## config.mk

```make
export PLATFORM = sky130hd
export DESIGN_NAME = seq_mult_n_flat
export DESIGN_NICKNAME = d
export VERILOG_FILES = /design/src/rtl/seq_mult_n_if.sv /design/src/rtl/seq_mult_n.sv /design/src/flat_wrapper.sv
export SDC_FILE = /design/constraint.sdc
export NUM_CORES = 1
export LEC_CHECK = 0
export BUFFER_PORTS_ARGS = -buffer_cell sky130_fd_sc_hd__buf_2
export CAP_MARGIN = 15
export CORE_MARGIN = 8
export CORE_UTILIZATION = 40
export CTS_BUF_LIST = sky130_fd_sc_hd__clkbuf_4
export DETAILED_ROUTE_END_ITERATION = 8
export PLACE_DENSITY = 0.66
export SLEW_MARGIN = 30
export SYNTH_ARGS = -nofsm -noshare
export SYNTH_HDL_FRONTEND = slang
export SYNTH_SLANG_ARGS = --single-unit
```

## constraint.sdc

```tcl
create_clock -name clk_i -period 3.44 [get_ports clk_i]
set_input_delay 0.344 -clock clk_i [delete_from_list [all_inputs] [get_ports clk_i]]
set_output_delay 0.344 -clock clk_i [all_outputs]
set_load 0.1 [all_outputs]
```

## src/rtl/seq_mult_n_if.sv

```systemverilog
// Handshake and operand bundle for the sequential multiplier.
// The requester holds the master modport and the multiplier holds the slave modport.
interface seq_mult_n_if #(
   parameter int W = 16
);
   logic           start_i;
   logic           signed_i;
   logic [W-1:0]   a_i;
   logic [W-1:0]   b_i;
   logic           busy_o;
   logic           done_o;
   logic [2*W-1:0] p_o;

   modport master (
      output start_i, signed_i, a_i, b_i,
      input  busy_o, done_o, p_o
   );

   modport slave (
      input  start_i, signed_i, a_i, b_i,
      output busy_o, done_o, p_o
   );
endinterface

```

## src/rtl/seq_mult_n.sv

```systemverilog
// Radix-2 shift-add sequential multiplier giving a full 2W-bit product, unsigned or signed.
// Signed operands are multiplied as magnitudes, and the sign is applied once at the end.
module seq_mult_n #(
   parameter int W = 16
) (
   input  logic         clk_i,
   input  logic         rst_i,
   seq_mult_n_if.slave  bus
);
   localparam int CW = (W > 1) ? $clog2(W) : 1;

   typedef enum logic [1:0] {IDLE, RUN, FIN} state_t;

   state_t         state;
   logic [CW-1:0]  cnt;
   logic [W-1:0]   mcand;
   logic [W-1:0]   acc;
   logic [W-1:0]   mplier;
   logic           neg;
   logic           busy;
   logic           done;
   logic [2*W-1:0] p;
   logic [W:0]     sum;
   logic [2*W-1:0] full;

   // Partial sum for this iteration, including the carry out of the upper half.
   assign sum  = {1'b0, acc} + (mplier[0] ? {1'b0, mcand} : '0);
   assign full = {acc, mplier};

   assign bus.busy_o = busy;
   assign bus.done_o = done;
   assign bus.p_o    = p;

   always_ff @(posedge clk_i) begin
      if (rst_i) begin
         state  <= IDLE;
         cnt    <= '0;
         mcand  <= '0;
         acc    <= '0;
         mplier <= '0;
         neg    <= 1'b0;
         busy   <= 1'b0;
         done   <= 1'b0;
         p      <= '0;
      end else begin
         done <= 1'b0;
         case (state)
            IDLE: begin
               if (bus.start_i) begin
                  // -2^(W-1) negates to itself, which is the correct unsigned magnitude.
                  mcand  <= (bus.signed_i && bus.a_i[W-1]) ? -bus.a_i : bus.a_i;
                  mplier <= (bus.signed_i && bus.b_i[W-1]) ? -bus.b_i : bus.b_i;
                  neg    <= bus.signed_i & (bus.a_i[W-1] ^ bus.b_i[W-1]);
                  acc    <= '0;
                  cnt    <= '0;
                  busy   <= 1'b1;
                  state  <= RUN;
               end
            end
            RUN: begin
               acc    <= sum[W:1];
               mplier <= {sum[0], mplier[W-1:1]};
               cnt    <= cnt + 1'b1;
               if (cnt == CW'(W - 1)) begin
                  state <= FIN;
               end
            end
            FIN: begin
               p     <= neg ? -full : full;
               done  <= 1'b1;
               busy  <= 1'b0;
               state <= IDLE;
            end
            default: begin
               busy  <= 1'b0;
               state <= IDLE;
            end
         endcase
      end
   end
endmodule

```

## src/flat_wrapper.sv

```systemverilog
// flat-port wrapper written by rule: the top's interface ports become plain ports
module seq_mult_n_flat 
#(
   parameter int W = 16
)
  (clk_i, rst_i, bus_start_i, bus_signed_i, bus_a_i, bus_b_i, bus_busy_o, bus_done_o, bus_p_o);
  seq_mult_n_if #(.W(W)) bus_i ();
  input  logic clk_i;
  input  logic rst_i;
  input wire logic [$bits(bus_i.start_i)-1:0] bus_start_i;
  input wire logic [$bits(bus_i.signed_i)-1:0] bus_signed_i;
  input wire logic [$bits(bus_i.a_i)-1:0] bus_a_i;
  input wire logic [$bits(bus_i.b_i)-1:0] bus_b_i;
  output wire logic [$bits(bus_i.busy_o)-1:0] bus_busy_o;
  output wire logic [$bits(bus_i.done_o)-1:0] bus_done_o;
  output wire logic [$bits(bus_i.p_o)-1:0] bus_p_o;
  assign bus_i.start_i = bus_start_i;
  assign bus_i.signed_i = bus_signed_i;
  assign bus_i.a_i = bus_a_i;
  assign bus_i.b_i = bus_b_i;
  assign bus_busy_o = bus_i.busy_o;
  assign bus_done_o = bus_i.done_o;
  assign bus_p_o = bus_i.p_o;
  seq_mult_n #(.W(W)) u_core (.clk_i(clk_i), .rst_i(rst_i), .bus(bus_i));
endmodule
```

==> tab_implementation.tex <==
\begin{tabular}{lr}
\hline
Metric & Value \\
\hline
\multicolumn{2}{l}{\textbf{Place}} \\
\quad IO buf count & 69 \\
\quad DP HPWL & 10700 um \\
\quad Final GP Congestion & 0.899 \\
\multicolumn{2}{l}{\textbf{Synth}} \\
\quad Most common flop cell mapped by yosys & sky130\_fd\_sc\_hd\_\_dfxtp\_1 \\
\quad Count of flip-flops with a built-in enable after synthesis & 0 \\
\quad Post-synthesis sequential area ratio & 33.8\% \\
\quad Instance count of the mapped netlist & 653 \\
\quad Synth Net Count & 710 \\
\quad Fraction of registers with async set/reset & 0\% \\
\quad Number of synthesis warnings & 0 \\
\quad Post-Syn Area per Cell & 8.08 um\^{}2 \\
\quad \#FFs+latches synth & 89 \\
\quad Number of distinct library cells after synthesis & 61 \\
\quad Summed instance area of the synthesized netlist & 5280 um\^{}2 \\
\multicolumn{2}{l}{\textbf{Die}} \\
\quad Die Height & 131 um \\
\quad Num ports & 70 \\
\quad Initial cell density of the core & 40.3\% \\
\quad Core Rows & 42 \\
\quad Standard cell core area & 13100 um\^{}2 \\
\quad Horizontal die dimension & 131 um \\
\quad Die area & 17100 um\^{}2 \\
\multicolumn{2}{l}{\textbf{Drt}} \\
\quad DRC violation count after routing & 0 \\
\quad DR iter-0 viols & 434 \\
\quad Final WL & 13800 um \\
\quad Routed wirelength normalized by instance count & 15.5 um \\
\quad Remaining antenna violation count after routing & 0 \\
\quad Detailed-router iteration count before antenna repair & 5 \\
\quad Routed via count & 4990 \\
\quad Vias per inst & 5.63 \\
\multicolumn{2}{l}{\textbf{Worst setup path}} \\
\quad CP Capture Type & flop \\
\quad Startpoint of the lowest-slack register-to-register path & u\_core.mplier[0] \\
\quad Data required, critical path & 3.78 ns \\
\quad Largest driver fanout on the critical path & 21 \\
\quad Crit path arrival time & 3.23 ns \\
\quad Category of the worst setup path launch point & flop \\
\quad Source of the critical timing path & u\_core.mplier[0] \\
\quad CP Class & flop to flop \\
\multicolumn{2}{l}{\textbf{Global routing}} \\
\quad Initial antenna violation count & 1 \\
\quad Number of global-route vias before repair & 4627 \\
\quad Total congestion overflow & 0 \\
\quad Global-route wire length before repair & 22400 um \\
\quad Global router's overall resource usage & 16.2\% \\
\quad Maximum number of pins on one net before global-route repair & 45 \\
\multicolumn{2}{l}{\textbf{Timing}} \\
\quad Actual transition at the worst max-transition pin & 0.705 ns \\
\quad Setup clock skew after layout & 0.0128 ns \\
\quad Unrepaired setup endpoints after global routing & no \\
\quad Post-route fraction of the period consumed by the critical path & 83.9\% \\
\quad Slew Viols, Final & 0 \\
\quad Maximum clock rate & 0.347 GHz \\
\quad Number of endpoints failing setup at the final stage & 0 \\
\quad Crit path time final & 2.89 ns \\
\quad Total Neg Setup Slack & 0 ns \\
\quad Relative slew slack & 53.0\% \\
\quad Count of endpoints failing hold in the final timing report & 0 \\
\multicolumn{2}{l}{\textbf{Clocking}} \\
\quad Count of clock tree sinks & 89 \\
\quad CTS tree & yes \\
\quad Post-cts sizing count & 0 \\
\quad Maximum buffer depth of the clock tree & 2 \\
\quad Clock network latency to the later pin of the worst-skew pair & 0.44 ns \\
\quad CTS Buf Count & 9 \\
\quad CTS H-Tree Depth & 3 \\
\quad Setup Buffers After CTS & 0 \\
\quad Clk slew on worst S/H paths & 0.14 ns \\
\quad Root buf cell & sky130\_fd\_sc\_hd\_\_clkbuf\_4 \\
\quad Count of hold buffers inserted by post-cts repair & 0 \\
\multicolumn{2}{l}{\textbf{Finish}} \\
\quad Filler cell count & 1346 \\
\quad Number of nets in the finished design & 762 \\
\quad Ratio of cells with drive above 1 in the final layout & 15.2\% \\
\quad Area Overhead vs Synth & 11.9\% \\
\multicolumn{2}{l}{\textbf{Hold path}} \\
\quad Worst min-delay path category & primary input to flop \\
\quad Hold Path Origin & bus\_a\_i[0] \\
\multicolumn{2}{l}{\textbf{Pwr}} \\
\quad Post-layout total power & 2070 uW \\
\quad Power Density & 350 nW/um\^{}2 \\
\quad Static leakage & 0.00234 uW \\
\quad Peak supply drop & 0.000134 V \\
\multicolumn{2}{l}{\textbf{Run}} \\
\quad Max-Cap Viols & 0 \\
\multicolumn{2}{l}{\textbf{Outcome}} \\
\quad Run status & finished, final reports clean \\
\hline
\end{tabular}
stage by stage:
step	area (um^2)	cells	setup WS (ns)	util, %	hold slack [ns]
6_report	5910	887	0.555	45.2	0.184
5_1_grt	5910	887	0.329	45.2	0.157
4_1_cts	5900	886	0.573	45.1	0.148
3_5_place_dp	5770	870	0.643	44.1	0.438
3_3_place_gp	5770	870	0.783	44.1	0.432
2_1_floorplan	5280	653	0.840	-	0.432
critical path: stages, from the launching register on:
cell and delay (ns):
sky130_fd_sc_hd__dfxtp_1 0.74, sky130_fd_sc_hd__and2_1 0.22, sky130_fd_sc_hd__ha_1 0.18, sky130_fd_sc_hd__inv_1 0.07, sky130_fd_sc_hd__fa_1 0.41, sky130_fd_sc_hd__nor2b_1 0.18, sky130_fd_sc_hd__o2111ai_1 0.24, sky130_fd_sc_hd__a211oi_1 0.37
sky130_fd_sc_hd__o21ai_0 0.12, sky130_fd_sc_hd__a32o_1 0.27
sequential cells by signal (all words and copies together) (netlist names):
signal,count
u_core.state,2
u_core.cnt,4
u_core.bus.done_o,1
u_core.mplier,16
u_core.mcand,16
u_core.bus.p_o,32
u_core.neg,1
u_core.acc,16
u_core.bus.busy_o,1
power breakdown:
part	leakage, uW	total, uW	switching [uW]	internal [uW]
combinational	0.00153	361	220	141
sequential	0.000724	1130	57.2	1070
clock	0.0000799	581	354	227
cells in the mapped netlist, types with 8 or more instances:
master                      n  area share [%]
sky130_fd_sc_hd__o21ai_1   15             1.4
sky130_fd_sc_hd__or3_1      8            0.95
sky130_fd_sc_hd__nor4_1     9             1.1
sky130_fd_sc_hd__nor2_1    71             5.0
sky130_fd_sc_hd__o41ai_1    8             1.3
sky130_fd_sc_hd__a211oi_1  27             3.8
sky130_fd_sc_hd__a222oi_1  11             2.1
sky130_fd_sc_hd__a21oi_1   42             4.0
sky130_fd_sc_hd__a22oi_1    8             1.1
sky130_fd_sc_hd__xor2_1    42             7.0
sky130_fd_sc_hd__o21ai_0   30             2.8
sky130_fd_sc_hd__xnor2_1   18             3.0
sky130_fd_sc_hd__inv_1     18             1.3
sky130_fd_sc_hd__clkbuf_1  36             2.6
sky130_fd_sc_hd__ha_1      20             4.7
sky130_fd_sc_hd__nand3_1   12             1.1
sky130_fd_sc_hd__dfxtp_1   89              34
sky130_fd_sc_hd__nand2b_1   9             1.1
sky130_fd_sc_hd__and2_1    21             2.5
sky130_fd_sc_hd__nand2_1   60             4.3
sky130_fd_sc_hd__o31ai_1   15             2.1
logic make-up after synthesis:
family	count (synthesis)	share of synthesized area [%]
compound gates	193	24.7
fa+ha+maj	21	5.12
mux	2	0.403
simple gates	234	22.2
buf+inv	54	3.84
xor+xnor	60	9.96
flops	89	33.8
cells in the final DEF (no fill, tap or decap), drive strengths merged, types with 3 or more instances in the layout:
cell type	netlist	final
dfxtp	89	89
buf	0	77
nor2	71	71
nand2	60	60
o21ai	45	45
a21oi	42	42
xor2	42	42
a211oi	27	27
and2	22	22
ha	20	20
xnor2	18	18
inv	18	18
o31ai	15	15
nand3	12	12
a222oi	11	11
nor4	11	11
clkbuf	36	10
nand2b	10	10
o41ai	9	9
or3	9	9
a22oi	8	8
nand4	7	7
nor3	6	6
or4	6	6
a41oi	5	5
nor2b	5	5
nor3b	5	5
clkinv	0	5
o211ai	4	4
nand3b	3	3
o22ai	3	3
a31oi	3	3
a21o	3	3
a32o	3	3
metal layers:
layer,part of all wire (%),routed length (um),GRT usage [%],vias up
met2,45,6120,24.9,130
met3,5.2,709,2.39,10
met5,0,0,0,-
li1,-,-,-,2496
met4,1.2,161,5.33,0
met1,49,6760,22.8,2354
cell type report:
class	instances	area (um^2)	share of cell area [%]
Sequential cell	89	1780	30.2
Tap cell	176	220	3.73
Clock inverter	6	58.8	0.995
Antenna cell	1	2.50	0.0424
Clock buffer	10	75.1	1.27
Timing Repair Buffer	77	405	6.86
Multi-Input combinational cell	510	3300	55.8
Inverter	18	67.6	1.14
worst paths after layout:
path,depth (start not counted),end,slack (ns)
setup / recovery,9,u_core.acc[9],0.55
hold / removal,3,u_core.mcand[0],0.18
setup reg to reg,9,u_core.acc[9],0.55
hold reg to reg,2,u_core.bus.p_o[26],0.45
(Power assumes the default switching activity.)
